--- src/rtl/uart_tx_if.sv ---
`default_nettype none
// ============================================================================
// Module      : uart_tx_if
// Description : Control, FIFO read handshake and serial line of the UART
//               transmitter.
// Revision    : 1.0 - initial release
// ============================================================================
interface uart_tx_if #(
    parameter int DATA_WIDTH = 8
);
    logic                  txEnable;
    logic                  fifoEmpty;
    logic                  fifoReadReq;
    logic                  fifoReadAck;
    logic [DATA_WIDTH-1:0] fifoData;
    logic                  tx;
    logic                  busy;

    // master: the transmitter; slave: FIFO read side plus control/line owner
    modport master (
        input  txEnable, fifoEmpty, fifoReadAck, fifoData,
        output fifoReadReq, tx, busy
    );

    modport slave (
        output txEnable, fifoEmpty, fifoReadAck, fifoData,
        input  fifoReadReq, tx, busy
    );
endinterface
`default_nettype wire

--- src/rtl/uart_tx.sv ---
`default_nettype none
// ============================================================================
// Module      : uart_tx
// Description : Drains bytes from the transmit FIFO and shifts them out as
//               8N1/8N2 asynchronous frames, LSB first.
// Revision    : 1.0 - initial release
// ============================================================================
module uart_tx #(
    parameter int DATA_WIDTH   = 8,
    parameter int CLKS_PER_BIT = 434,
    parameter int STOP_BITS    = 1
) (
    input wire        clk,
    input wire        rst,
    uart_tx_if.master bus
);

    localparam int c_cntW = $clog2(CLKS_PER_BIT);
    localparam int c_bitW = $clog2(DATA_WIDTH + 1);

    localparam logic [c_cntW-1:0] c_baudLast = c_cntW'(CLKS_PER_BIT - 1);
    localparam logic [c_bitW-1:0] c_lastBit  = c_bitW'(DATA_WIDTH - 1);
    localparam logic [c_bitW-1:0] c_lastStop = c_bitW'(STOP_BITS - 1);

    typedef enum logic [2:0] {
        ST_IDLE  = 3'd0,
        ST_REQ   = 3'd1,
        ST_WAIT  = 3'd2,
        ST_START = 3'd3,
        ST_DATA  = 3'd4,
        ST_STOP  = 3'd5
    } state_t;

    state_t                r_state,   w_state;
    logic                  r_tx,      w_tx;
    logic                  r_readReq, w_readReq;
    logic                  r_busy,    w_busy;
    logic [c_cntW-1:0]     r_baud,    w_baud;
    logic [c_bitW-1:0]     r_bitCnt,  w_bitCnt;
    logic [DATA_WIDTH-1:0] r_shift,   w_shift;
    logic                  w_baudEnd;

    assign w_baudEnd = (r_baud == c_baudLast);

    always_ff @(posedge clk or negedge rst) begin
        if (!rst) begin
            r_state   <= ST_IDLE;
            r_tx      <= 1'b1;
            r_readReq <= 1'b0;
            r_busy    <= 1'b0;
            r_baud    <= '0;
            r_bitCnt  <= '0;
            r_shift   <= '0;
        end else begin
            r_state   <= w_state;
            r_tx      <= w_tx;
            r_readReq <= w_readReq;
            r_busy    <= w_busy;
            r_baud    <= w_baud;
            r_bitCnt  <= w_bitCnt;
            r_shift   <= w_shift;
        end
    end

    // Registered outputs are computed one state ahead so they line up with r_state.
    always_comb begin
        w_state   = r_state;
        w_tx      = r_tx;
        w_readReq = 1'b0;
        w_baud    = r_baud;
        w_bitCnt  = r_bitCnt;
        w_shift   = r_shift;

        case (r_state)
            ST_IDLE: begin
                w_tx = 1'b1;
                if (bus.txEnable && !bus.fifoEmpty) begin
                    w_state   = ST_REQ;
                    w_readReq = 1'b1;
                end
            end
            ST_REQ: begin
                w_state = ST_WAIT;
            end
            ST_WAIT: begin
                if (bus.fifoReadAck) begin
                    w_shift  = bus.fifoData;
                    w_tx     = 1'b0;
                    w_baud   = '0;
                    w_bitCnt = '0;
                    w_state  = ST_START;
                end else begin
                    w_state = ST_IDLE;
                end
            end
            ST_START: begin
                if (w_baudEnd) begin
                    w_baud  = '0;
                    w_tx    = r_shift[0];
                    w_shift = r_shift >> 1;
                    w_state = ST_DATA;
                end else begin
                    w_baud = r_baud + c_cntW'(1);
                end
            end
            ST_DATA: begin
                if (w_baudEnd) begin
                    w_baud = '0;
                    if (r_bitCnt == c_lastBit) begin
                        w_tx     = 1'b1;
                        w_bitCnt = '0;
                        w_state  = ST_STOP;
                    end else begin
                        w_tx     = r_shift[0];
                        w_shift  = r_shift >> 1;
                        w_bitCnt = r_bitCnt + c_bitW'(1);
                    end
                end else begin
                    w_baud = r_baud + c_cntW'(1);
                end
            end
            ST_STOP: begin
                // The bit counter is reused to count stop-bit periods.
                if (w_baudEnd) begin
                    w_baud = '0;
                    if (r_bitCnt == c_lastStop) begin
                        w_bitCnt = '0;
                        w_state  = ST_IDLE;
                    end else begin
                        w_bitCnt = r_bitCnt + c_bitW'(1);
                    end
                end else begin
                    w_baud = r_baud + c_cntW'(1);
                end
            end
            default: begin
                w_state = ST_IDLE;
                w_tx    = 1'b1;
            end
        endcase

        w_busy = (w_state != ST_IDLE);
    end

    assign bus.tx          = r_tx;
    assign bus.fifoReadReq = r_readReq;
    assign bus.busy        = r_busy;

endmodule
`default_nettype wire

--- src/flat_wrapper.sv ---
// flat-port wrapper written by rule: the top's interface ports become plain ports
module uart_tx_flat 
#(
    parameter int DATA_WIDTH   = 8,
    parameter int CLKS_PER_BIT = 434,
    parameter int STOP_BITS    = 1
)
  (clk, rst, bus_txEnable, bus_fifoEmpty, bus_fifoReadAck, bus_fifoData, bus_fifoReadReq, bus_tx, bus_busy);
  uart_tx_if #(.DATA_WIDTH(DATA_WIDTH)) bus_i ();
  input wire clk;
  input wire rst;
  input wire logic [$bits(bus_i.txEnable)-1:0] bus_txEnable;
  input wire logic [$bits(bus_i.fifoEmpty)-1:0] bus_fifoEmpty;
  input wire logic [$bits(bus_i.fifoReadAck)-1:0] bus_fifoReadAck;
  input wire logic [$bits(bus_i.fifoData)-1:0] bus_fifoData;
  output wire logic [$bits(bus_i.fifoReadReq)-1:0] bus_fifoReadReq;
  output wire logic [$bits(bus_i.tx)-1:0] bus_tx;
  output wire logic [$bits(bus_i.busy)-1:0] bus_busy;
  assign bus_i.txEnable = bus_txEnable;
  assign bus_i.fifoEmpty = bus_fifoEmpty;
  assign bus_i.fifoReadAck = bus_fifoReadAck;
  assign bus_i.fifoData = bus_fifoData;
  assign bus_fifoReadReq = bus_i.fifoReadReq;
  assign bus_tx = bus_i.tx;
  assign bus_busy = bus_i.busy;
  uart_tx #(.DATA_WIDTH(DATA_WIDTH), .CLKS_PER_BIT(CLKS_PER_BIT), .STOP_BITS(STOP_BITS)) u_core (.clk(clk), .rst(rst), .bus(bus_i));
endmodule
--- config.mk ---
export PLATFORM = sky130hd
export DESIGN_NAME = uart_tx_flat
export DESIGN_NICKNAME = d
export VERILOG_FILES = /design/src/rtl/uart_tx_if.sv /design/src/rtl/uart_tx.sv /design/src/flat_wrapper.sv
export SDC_FILE = /design/constraint.sdc
export NUM_CORES = 1
export LEC_CHECK = 0
export ABC_CLOCK_PERIOD_IN_PS = 5200
export BUFFER_PORTS_ARGS = -buffer_cell sky130_fd_sc_hd__buf_4
export CORE_UTILIZATION = 40
export CTS_BUF_LIST = sky130_fd_sc_hd__clkbuf_8
export CTS_CLUSTER_SIZE = 14
export DETAILED_ROUTE_END_ITERATION = 12
export GPL_TIMING_DRIVEN = 0
export SLEW_MARGIN = 20
export SYNTH_ARGS = -nofsm -noshare
export SYNTH_HDL_FRONTEND = slang
export SYNTH_SLANG_ARGS = --single-unit
--- constraint.sdc ---
create_clock -name clk -period 5.2 [get_ports clk]
set_input_delay 0 -clock clk [delete_from_list [all_inputs] [get_ports clk]]
set_output_delay 0 -clock clk [all_outputs]
set_load 0.03 [all_outputs]
==> flow_metrics.py, run 1 <==
metrics = {
    "status": {
        "status": "finished, final reports clean",
    },
    "final_layout": {
        "final_cell_mix": "26 x dfrtp_1, 15 x mux2_2, 15 x buf_4, 11 x inv_1, 10 x nand2_1",
        "area_growth_pct": 15.29,
        "nNetsFinal": 198,
        "final_common_cell": "dfrtp_1",
        "num-fill-cells": 370,
        "diodes": 0,
        "drive_gt1_share_pct": 22.22,
    },
    "worst_hold_path": {
        "min_path_type": "input port to register",
    },
    "clock_tree": {
        "clk_pin_slew_ns": 0.09,
        "post_cts_resized": 0,
        "root_buffer": "clkbuf_8",
        "clock_sinks": 27,
        "clock_latency_ns": 0.27,
        "cts_made_buffers": 3,
        "cts_setup_buffers": 0,
        "htree_num_levels": 1,
        "tritoncts": "yes",
        "clockBufferDepth": 2,
    },
    "floorplanning": {
        "die_y_um": 64.83,
        "start_util_pct": 42.49,
        "dieArea_sq_um": 4203,
        "die_x_um": 64.83,
        "core_region_area_sq_um": 3716,
        "fp-row-count": 22,
        "io_pins": 16,
    },
    "logic_synthesis": {
        "synth.distinct_cells": 42,
        "avgSynthCellArea_sq_um": 9.931,
        "synth-async-reset-ratio_pct": 100.0,
        "synthCells": 159,
        "synth_flop_cell": "dfrtp_1",
        "syn_area_sq_um": 1579,
        "syn_nets": 176,
        "synth_seq_cells": 27,
        "seq_area_frac_synth_pct": 42.87,
        "synth_edf_count": 0,
        "synth_warnings": 0,
    },
    "routing": {
        "drc_errors": 0,
        "first_iter_violations": 38,
        "drt_wl_total_um": 3106,
        "routed_via_density": 5.434,
        "wl_per_cell_um": 13.62,
        "first_pass_iters": 4,
        "postRouteAntennaNets": 0,
        "num_vias": 1239,
    },
    "global_route": {
        "grt_max_degree": 28,
        "antenna_found_initial": 0,
        "grt_usage_pct": 16.55,
        "grt.overflow.total": 0,
        "grt_pass1_vias": 1234,
        "grt_pass1_wl_um": 5388,
    },
    "setup_path": {
        "crit_required_ns": 5.37,
        "cp-end-kind": "register",
        "cpMaxStageDelayCell": "o21ai_1",
        "critPathMaxStageDelay_ns": 0.65,
        "timing.rr.end": "u_core.r_shift[2]$_DFFE_PN0P_",
        "cp_data_arrival_time_ns": 2.44,
        "cp-startpoint": "u_core.r_state[1]$_DFF_PN0_",
        "rr_worst_depth": 6,
        "reg2reg_slack_ns": 2.93,
        "crit_chain": "nand2b_1 -> clkbuf_1 -> o21ai_1 -> a22o_1 -> buf_2 -> mux2_2",
        "crit_path_end": "u_core.r_shift[2]$_DFFE_PN0P_",
        "worstSetupPathType": "register to register",
        "startpoint_type": "register",
        "worst-path-max-fanout": 9,
        "r2r-start": "u_core.r_state[1]$_DFF_PN0_",
    },
    "sta": {
        "finalHoldViolCount": 0,
        "finalCriticalPeriod_ns": 2.274,
        "worst_slew_pin_slew_ns": 0.7653,
        "post-route-period-util_pct": 43.73,
        "slew_viol_final": 0,
        "skew_ns": 0.003689,
        "slew_headroom_pct": 48.64,
        "clock.fmax_mhz": 439.8,
        "rsz0062_at_grt": "false",
        "tns_ns": 0,
        "setup_viol": 0,
    },
    "placement": {
        "io_buffers": 15,
        "dp_hpwl_um": 2264,
        "place_congestion": 0.8129,
    },
    "power": {
        "p_total_mw": 0.7387,
        "pwr_density_cell_nw_per_um2": 405.7,
        "power_leakage_nw": 0.7680,
        "irDropWorstVdd_v": 0.0002607,
    },
    "run": {
        "maxCapViolCount": 0,
    },
}
## layer usage
metal / vias to the layer above / part of all wire, % / GRT usage (%)
met5: - / 0 / 0
met4: 0 / 0.45 / 3.611
met3: 2 / 3.1 / 3.697
met2: 18 / 49 / 29.04
met1: 596 / 48 / 20.51
li1: 623 / - / -
## registers in the layout, summed over array words and instances (netlist names)
signal                  cells
u_core.bus.busy             1
u_core.r_bitCnt             4
u_core.bus.fifoReadReq      1
u_core.r_baud               9
u_core.r_shift              8
u_core.bus.tx               1
u_core.r_state              3
## cell type report
cell class	count	area (sq um)	area share (%)
sequential	27	676.9	37.18
buffer	8	31.28	1.718
timing repair buffer	17	132.6	7.285
inverter	11	41.29	2.268
clock inverter	1	7.507	0.4124
multi-input combinational	113	829.5	45.57
clock buffer	3	41.29	2.268
tap	48	60.06	3.299
## Yosys cell counts, types with 3 or more instances
| cell type | number | area share (%) |
|---|---|---|
| or3_1 | 3 | 1.2 |
| a22o_1 | 4 | 2.2 |
| dfrtp_1 | 26 | 41 |
| a21oi_1 | 6 | 1.9 |
| ha_1 | 4 | 3.2 |
| a22oi_1 | 3 | 1.4 |
| nand2_1 | 10 | 2.4 |
| mux2i_1 | 4 | 2.5 |
| o21ai_0 | 8 | 2.5 |
| mux2_2 | 15 | 11 |
| nor2_1 | 7 | 1.7 |
| nand3b_1 | 4 | 1.9 |
| inv_1 | 11 | 2.6 |
| clkbuf_1 | 7 | 1.7 |
| nand2b_1 | 3 | 1.2 |
| nand3_1 | 7 | 2.2 |
| nand4_1 | 3 | 1.2 |
## how the worst min path moves through the flow
stage | start | to | slack (ns) | cells after the start
3_3_place_gp | rst | u_core.r_bitCnt[3]$_DFFE_PN0P_ | -0.07 | 1
2_1_floorplan | rst | u_core.bus.busy$_DFF_PN0_ | -0.30 | 0
3_5_place_dp | rst | u_core.r_bitCnt[2]$_DFFE_PN0P_ | -0.06 | 1
4_1_cts | bus_fifoData[0] | u_core.r_shift[0]$_DFFE_PN0P_ | 0.0007 | 3
5_1_grt | bus_fifoData[0] | u_core.r_shift[0]$_DFFE_PN0P_ | 0.005 | 3
6_report | bus_fifoData[0] | u_core.r_shift[0]$_DFFE_PN0P_ | 0.007 | 3
## cell families after synthesis
group	synth area share (%)
and+or+nand+nor	19.41
muxes	13.23
buffers and inverters	4.596
DFF	42.87
xor gates and xnor gates	1.110
adders and majority gates	3.170
AOI/OAI and AO/OA	15.61
## critical path: cells and delay by family, from the launching register on
family | cells | cell delay [ns]
multiplexers | 1 | 0.36
flip-flops | 1 | 0.39
buffers and inverters | 2 | 0.41
AO/OA/AOI/OAI | 2 | 0.88
AND/OR/NAND/NOR | 1 | 0.14
## report_power, final
group          switching [mW]  leakage, nW  internal, mW
Sequential             0.0297        0.347         0.271
Combinational           0.168        0.400         0.150
Clock                  0.0665       0.0217        0.0544
## stage by stage
stage	setup WS [ns]	util (%)	instances	hold WS, ns	instance area, sq um
after global placement	2.974	47.14	222	-0.06840	1752
after global routing	2.756	48.99	228	0.005084	1821
after detailed placement	2.908	47.14	222	-0.06140	1752
after CTS	2.894	48.99	228	0.0007410	1821
after floorplan	3.134	-	159	-0.2956	1579
final	2.926	48.99	228	0.006907	1821
## what timing repair did
item | in CTS | in global routing
hold endpoints to repair | 28 | 0
hold buffers | 2 | 0
endpoints found under the setup margin | 0 | 0
Note: power is estimated with default switching activity, not from simulation.
==> run 2, diff against run 1 <==
--- a/config.mk
+++ b/config.mk
@@ -5,7 +5,7 @@
 export SDC_FILE = /design/constraint.sdc
 export NUM_CORES = 1
 export LEC_CHECK = 0
-export ABC_CLOCK_PERIOD_IN_PS = 5200
+export ABC_CLOCK_PERIOD_IN_PS = 2100
 export BUFFER_PORTS_ARGS = -buffer_cell sky130_fd_sc_hd__buf_4
 export CORE_UTILIZATION = 40
 export CTS_BUF_LIST = sky130_fd_sc_hd__clkbuf_8
==> constraint.sdc (replaced) <==
create_clock -name clk -period 2.1 [get_ports clk]
set_input_delay 0 -clock clk [delete_from_list [all_inputs] [get_ports clk]]
set_output_delay 0 -clock clk [all_outputs]
set_load 0.03 [all_outputs]
==> flow_metrics.py, run 2 (synthesis results as in run 1) <==
metrics = {
    "sta": {
        "rsz0062_at_grt": "false",
        "worst_slew_pin_slew_ns": 0.6913,
        "finalCriticalPeriod_ns": 1.999,
        "finalHoldViolCount": 0,
        "slew_headroom_pct": 53.91,
        "skew_ns": 0.004581,
        "slew_viol_final": 0,
        "post-route-period-util_pct": 95.19,
        "worst_slack_ns": 0.1009,
        "clock.fmax_mhz": 500.2,
        "setup_viol": 0,
    },
    "routing": {
        "first_pass_iters": 4,
        "drc_errors": 0,
        "num_vias": 1291,
        "routed_via_density": 5.517,
        "first_iter_violations": 54,
        "postRouteAntennaNets": 0,
        "drt_wl_total_um": 3322,
        "wl_per_cell_um": 14.20,
    },
    "setup_path": {
        "worstSetupPathType": "register to register",
        "crit_chain": "or4b_4 -> o221a_1 -> a2111o_1 -> or3_1",
        "cp_data_arrival_time_ns": 2.16,
        "worst-path-max-fanout": 3,
        "critPathMaxStageDelay_ns": 0.57,
        "cpMaxStageDelayCell": "or4b_4",
        "crit_required_ns": 2.26,
        "reg2reg_slack_ns": 0.10,
        "startpoint_type": "register",
        "cp-end-kind": "register",
    },
    "final_layout": {
        "diodes": 0,
        "area_growth_pct": 20.13,
        "finalCoreUtilization_pct": 51.04,
        "drive_gt1_share_pct": 27.96,
        "reg.largest.list": "u_core.r_baud (9), u_core.r_shift (8), u_core.r_bitCnt (4)",
        "num-fill-cells": 361,
        "nNetsFinal": 204,
        "final_cell_mix": "25 x dfrtp_1, 23 x buf_4, 15 x mux2_2, 11 x inv_1, 10 x nand2_1",
        "largest_register_ff_count": 9,
        "final_common_cell": "dfrtp_1",
        "top_register": "u_core.r_baud",
    },
    "status": {
        "status": "finished, final reports clean",
    },
    "power": {
        "power_leakage_nw": 0.8165,
        "pwr_density_cell_nw_per_um2": 997.7,
        "irDropWorstVdd_v": 0.0006493,
    },
    "clock_tree": {
        "htree_num_levels": 1,
        "clock_sinks": 27,
        "root_buffer": "clkbuf_8",
        "clockBufferDepth": 2,
        "clk_pin_slew_ns": 0.10,
        "cts_made_buffers": 3,
        "clock_latency_ns": 0.27,
        "tritoncts": "yes",
    },
    "floorplanning": {
        "die_y_um": 64.83,
        "fp-row-count": 22,
        "io_pins": 16,
        "die_x_um": 64.83,
        "start_util_pct": 42.49,
        "core_region_area_sq_um": 3716,
        "dieArea_sq_um": 4203,
    },
    "global_route": {
        "antenna_found_initial": 0,
        "grt_pass1_vias": 1294,
        "grt_pass1_wl_um": 5651,
        "grt_usage_pct": 17.38,
        "grt.overflow.total": 0,
        "grt_max_degree": 28,
    },
    "worst_hold_path": {
        "min_path_type": "input port to register",
    },
    "run": {
        "maxCapViolCount": 0,
    },
    "placement": {
        "dp_hpwl_um": 2264,
        "io_buffers": 15,
        "post-place-ws_ns": -0.1919,
        "place_congestion": 0.8129,
    },
}
run 2: per-stage QoR:
stage | area (sq um) | hold slack (ns) | std cells | setup TNS (ns) | total power, mW
after floorplan | 1579 | -0.2956 | 159 | 0 | 1.344
final | 1897 | 0.004586 | 234 | 0 | 1.892
after detailed placement | 1752 | -0.06140 | 222 | -1.346 | 1.546
after global placement | 1752 | -0.06840 | 222 | -0.9342 | 1.512
after CTS | 1863 | 0.0007425 | 233 | -0.002538 | 1.870
after global routing | 1897 | 0.004972 | 234 | 0 | 2.029
run 2: layer usage:
layer	part of all wire (%)	GRT usage, %	vias to the layer above	routed length [um]
met5	0	0	-	0
met4	0.42	3.611	0	14
met3	3.0	3.697	2	98
met2	48	31.25	19	1606
met1	48	21.06	634	1602
li1	-	-	636	-
run 2: worst paths after layout:
kind / start / end / cells after the start
min in group asynchronous: rst / u_core.r_shift[5]$_DFFE_PN0P_ / 2
worst min register to register: u_core.r_shift[4]$_DFFE_PN0P_ / u_core.r_shift[4]$_DFFE_PN0P_ / 1
max in group asynchronous: rst / u_core.bus.tx$_DFFE_PN1P_ / 2
worst max-delay path: u_core.r_baud[2]$_DFFE_PN0P_ / u_core.bus.busy$_DFF_PN0_ / 4
worst min-delay path: bus_fifoData[0] / u_core.r_shift[0]$_DFFE_PN0P_ / 3
worst max register to register: u_core.r_baud[2]$_DFFE_PN0P_ / u_core.bus.busy$_DFF_PN0_ / 4
run 2: what timing repair did:
item	4_1_cts	5_1_grt
cloned	0	0
setup buffers	5	3
setup endpoints to repair	9	21
hold buffers	2	0
pin swaps	1	3
resized for setup	2	6
hold endpoints to repair	28	0
run 2: where the power goes:
group	switching, mW	total, mW	leakage [nW]	internal [mW]
registers	0.0932	0.764	0.345	0.671
clock network	0.166	0.301	0.0217	0.135
logic	0.419	0.828	0.450	0.409
total	0.678	1.89	0.816	1.21
run 2: critical path: cells and delay by family (launching register included):
kind             cells  cell delay (ns)
AND/OR/NAND/NOR      2             0.88
AO/OA/AOI/OAI        2             0.56
flip-flops           1             0.43
run 2: cell type report:
class                           instances  area (sq um)  share of cell area (%)
Multi-Input combinational cell        113         849.6                   44.79
Sequential cell                        27         678.2                   35.75
Timing Repair Buffer                   25         192.7                   10.16
Tap cell                               48         60.06                   3.166
Clock buffer                            3         41.29                   2.177
Inverter                               11         41.29                   2.177
Buffer                                  6         26.28                   1.385
Clock inverter                          1         7.507                  0.3958
==> run 3, diff against run 2 <==
--- a/config.mk
+++ b/config.mk
@@ -12,6 +12,7 @@
 export CTS_CLUSTER_SIZE = 14
 export DETAILED_ROUTE_END_ITERATION = 12
 export GPL_TIMING_DRIVEN = 0
+export HOLD_SLACK_MARGIN = 0.06
 export SLEW_MARGIN = 20
 export SYNTH_ARGS = -nofsm -noshare
 export SYNTH_HDL_FRONTEND = slang
==> flow_metrics.py, run 3 (synthesis results as in run 1) <==
metrics = {
    "clock_tree": {
        "clockBufferDepth": 2,
        "htree_num_levels": 1,
        "clock_latency_ns": 0.27,
        "root_buffer": "clkbuf_8",
        "clock_sinks": 27,
        "cts_made_buffers": 3,
        "tritoncts": "yes",
        "clk_pin_slew_ns": 0.09,
    },
    "final_layout": {
        "top_register": "u_core.r_baud",
        "final_common_cell": "dfrtp_1",
        "reg.largest.list": "u_core.r_baud (9), u_core.r_shift (8), u_core.r_bitCnt (4)",
        "area_growth_pct": 21.39,
        "fin_cells": 236,
        "largest_register_ff_count": 9,
        "final_cell_mix": "25 x dfrtp_1, 23 x buf_4, 15 x mux2_2, 11 x inv_1, 10 x nand2_1",
        "nNetsFinal": 206,
        "diodes": 0,
        "drive_gt1_share_pct": 27.66,
    },
    "global_route": {
        "grt.overflow.total": 0,
        "grt_pass1_vias": 1288,
        "antenna_found_initial": 0,
        "grtUsageMet3_pct": 3.697,
        "grt_usage_pct": 17.34,
        "grt_pass1_wl_um": 5637,
        "grt.met2_usage_pct": 31.25,
        "grt_max_degree": 28,
        "grt_busiest_layer": "met2",
        "use_met1_pct": 20.95,
    },
    "sta": {
        "tns_ns": 0,
        "skew_ns": 0.004121,
        "post-route-period-util_pct": 95.19,
        "finalCriticalPeriod_ns": 1.999,
        "rsz0062_at_grt": "false",
        "finalHoldViolCount": 0,
        "clock.fmax_mhz": 500.3,
        "setup_viol": 0,
        "slew_headroom_pct": 54.01,
        "worst_slack_ns": 0.1011,
        "worst_slew_pin_slew_ns": 0.6898,
        "slew_viol_final": 0,
    },
    "setup_path": {
        "crit_buf_inv": 0,
        "cp-end-kind": "register",
        "worstSetupPathType": "register to register",
        "r2r-start": "u_core.r_baud[2]$_DFFE_PN0P_",
        "critPathMaxStageDelay_ns": 0.57,
        "worst-path-max-fanout": 3,
        "cpMaxStageDelayCell": "or4b_4",
        "timing.rr.end": "u_core.bus.busy$_DFF_PN0_",
        "reg2reg_slack_ns": 0.10,
        "cp_data_arrival_time_ns": 2.15,
        "crit_chain": "or4b_4 -> o221a_1 -> a2111o_1 -> or3_1",
        "rr_worst_depth": 4,
        "startpoint_type": "register",
        "crit_required_ns": 2.26,
        "critPathTopFamily": "simple AND/OR/NAND/NOR gates",
    },
    "floorplanning": {
        "die_x_um": 64.83,
        "core_region_area_sq_um": 3716,
        "io_pins": 16,
        "start_util_pct": 42.49,
        "die_y_um": 64.83,
        "fp-row-count": 22,
        "dieArea_sq_um": 4203,
    },
    "power": {
        "irDropWorstVdd_v": 0.0006474,
        "p_total_mw": 1.894,
        "pwr_density_cell_nw_per_um2": 988.1,
        "power_leakage_nw": 0.8248,
    },
    "placement": {
        "post-place-ws_ns": -0.1919,
        "io_buffers": 15,
        "dp_hpwl_um": 2264,
        "place_congestion": 0.8129,
        "place_inst": 222,
    },
    "routing": {
        "first_iter_violations": 64,
        "wl_per_cell_um": 14.11,
        "routed_via_density": 5.521,
        "drc_errors": 0,
        "drt_wl_total_um": 3329,
        "postRouteAntennaNets": 0,
        "first_pass_iters": 4,
        "num_vias": 1303,
    },
    "run": {
        "maxCapViolCount": 0,
    },
    "worst_hold_path": {
        "holdPathStages": 3,
        "holdPathEnd": "u_core.r_shift[1]$_DFFE_PN0P_",
        "min_path_type": "input port to register",
        "hold_path_startpoint": "bus_fifoData[1]",
    },
    "status": {
        "status": "finished, final reports clean",
    },
}
## run 3: cell types whose count changed in the layout (fill, tap and decap cells not counted), sizes merged
| cell | delta |
|---|---|
| dlygate4sd3 | +2 |
## run 3: worst register-to-register path: stages, from the launching register on
cell      delay [ns]
dfrtp_1         0.43
or4b_4          0.57
o221a_1         0.27
a2111o_1        0.30
or3_1           0.31
## run 3: how the worst max path moves through the flow
| stage | to | depth (start not counted) | start | slack (ns) |
|---|---|---|---|---|
| after detailed placement | u_core.r_shift[2]$_DFFE_PN0P_ | 6 | u_core.r_state[1]$_DFF_PN0_ | -0.19 |
| after CTS | u_core.r_baud[0]$_DFFE_PN0P_ | 5 | u_core.r_baud[3]$_DFFE_PN0P_ | -0.003 |
| after global placement | u_core.r_shift[4]$_DFFE_PN0P_ | 6 | u_core.r_state[1]$_DFF_PN0_ | -0.13 |
| final | u_core.bus.busy$_DFF_PN0_ | 4 | u_core.r_baud[2]$_DFFE_PN0P_ | 0.10 |
| after global routing | u_core.bus.busy$_DFF_PN0_ | 4 | u_core.r_baud[2]$_DFFE_PN0P_ | 0.03 |
| after floorplan | u_core.bus.busy$_DFF_PN0_ | 4 | u_core.r_baud[3]$_DFFE_PN0P_ | 0.03 |
## run 3: final cells by class
class                           count  area [sq um]
Timing Repair Buffer               27         212.7
Clock inverter                      1         7.507
Tap cell                           48         60.06
Multi-Input combinational cell    113         849.6
Clock buffer                        3         41.29
Inverter                           11         41.29
Fill cell                         359          1799
Sequential cell                    27         678.2
Buffer                              6         26.28
## run 3: per-stage QoR
step	hold slack, ns	util [%]	instance area (sq um)
2_1_floorplan	-0.2956	-	1579
3_3_place_gp	-0.06840	47.14	1752
3_5_place_dp	-0.06140	47.14	1752
4_1_cts	0.07171	50.67	1883
5_1_grt	0.08368	51.58	1917
6_report	0.07986	51.58	1917
## run 3: repair_timing
item / in CTS / in global routing
hold endpoints to repair: 30 / 0
setup endpoints to repair: 9 / 21
resized for setup: 2 / 6
cloned: 0 / 0
hold buffers: 4 / 0
pin swaps: 1 / 3
buffers inserted: 5 / 3
## run 3: where the power goes
part | internal [mW] | switching, mW
clock network | 0.135 | 0.165
registers | 0.671 | 0.0932
logic | 0.411 | 0.419
## run 3: metal layers
layer	up-vias	wire [um]
met4	0	14
met1	641	1610
met3	2	96
li1	641	-
met5	-	0
met2	19	1607
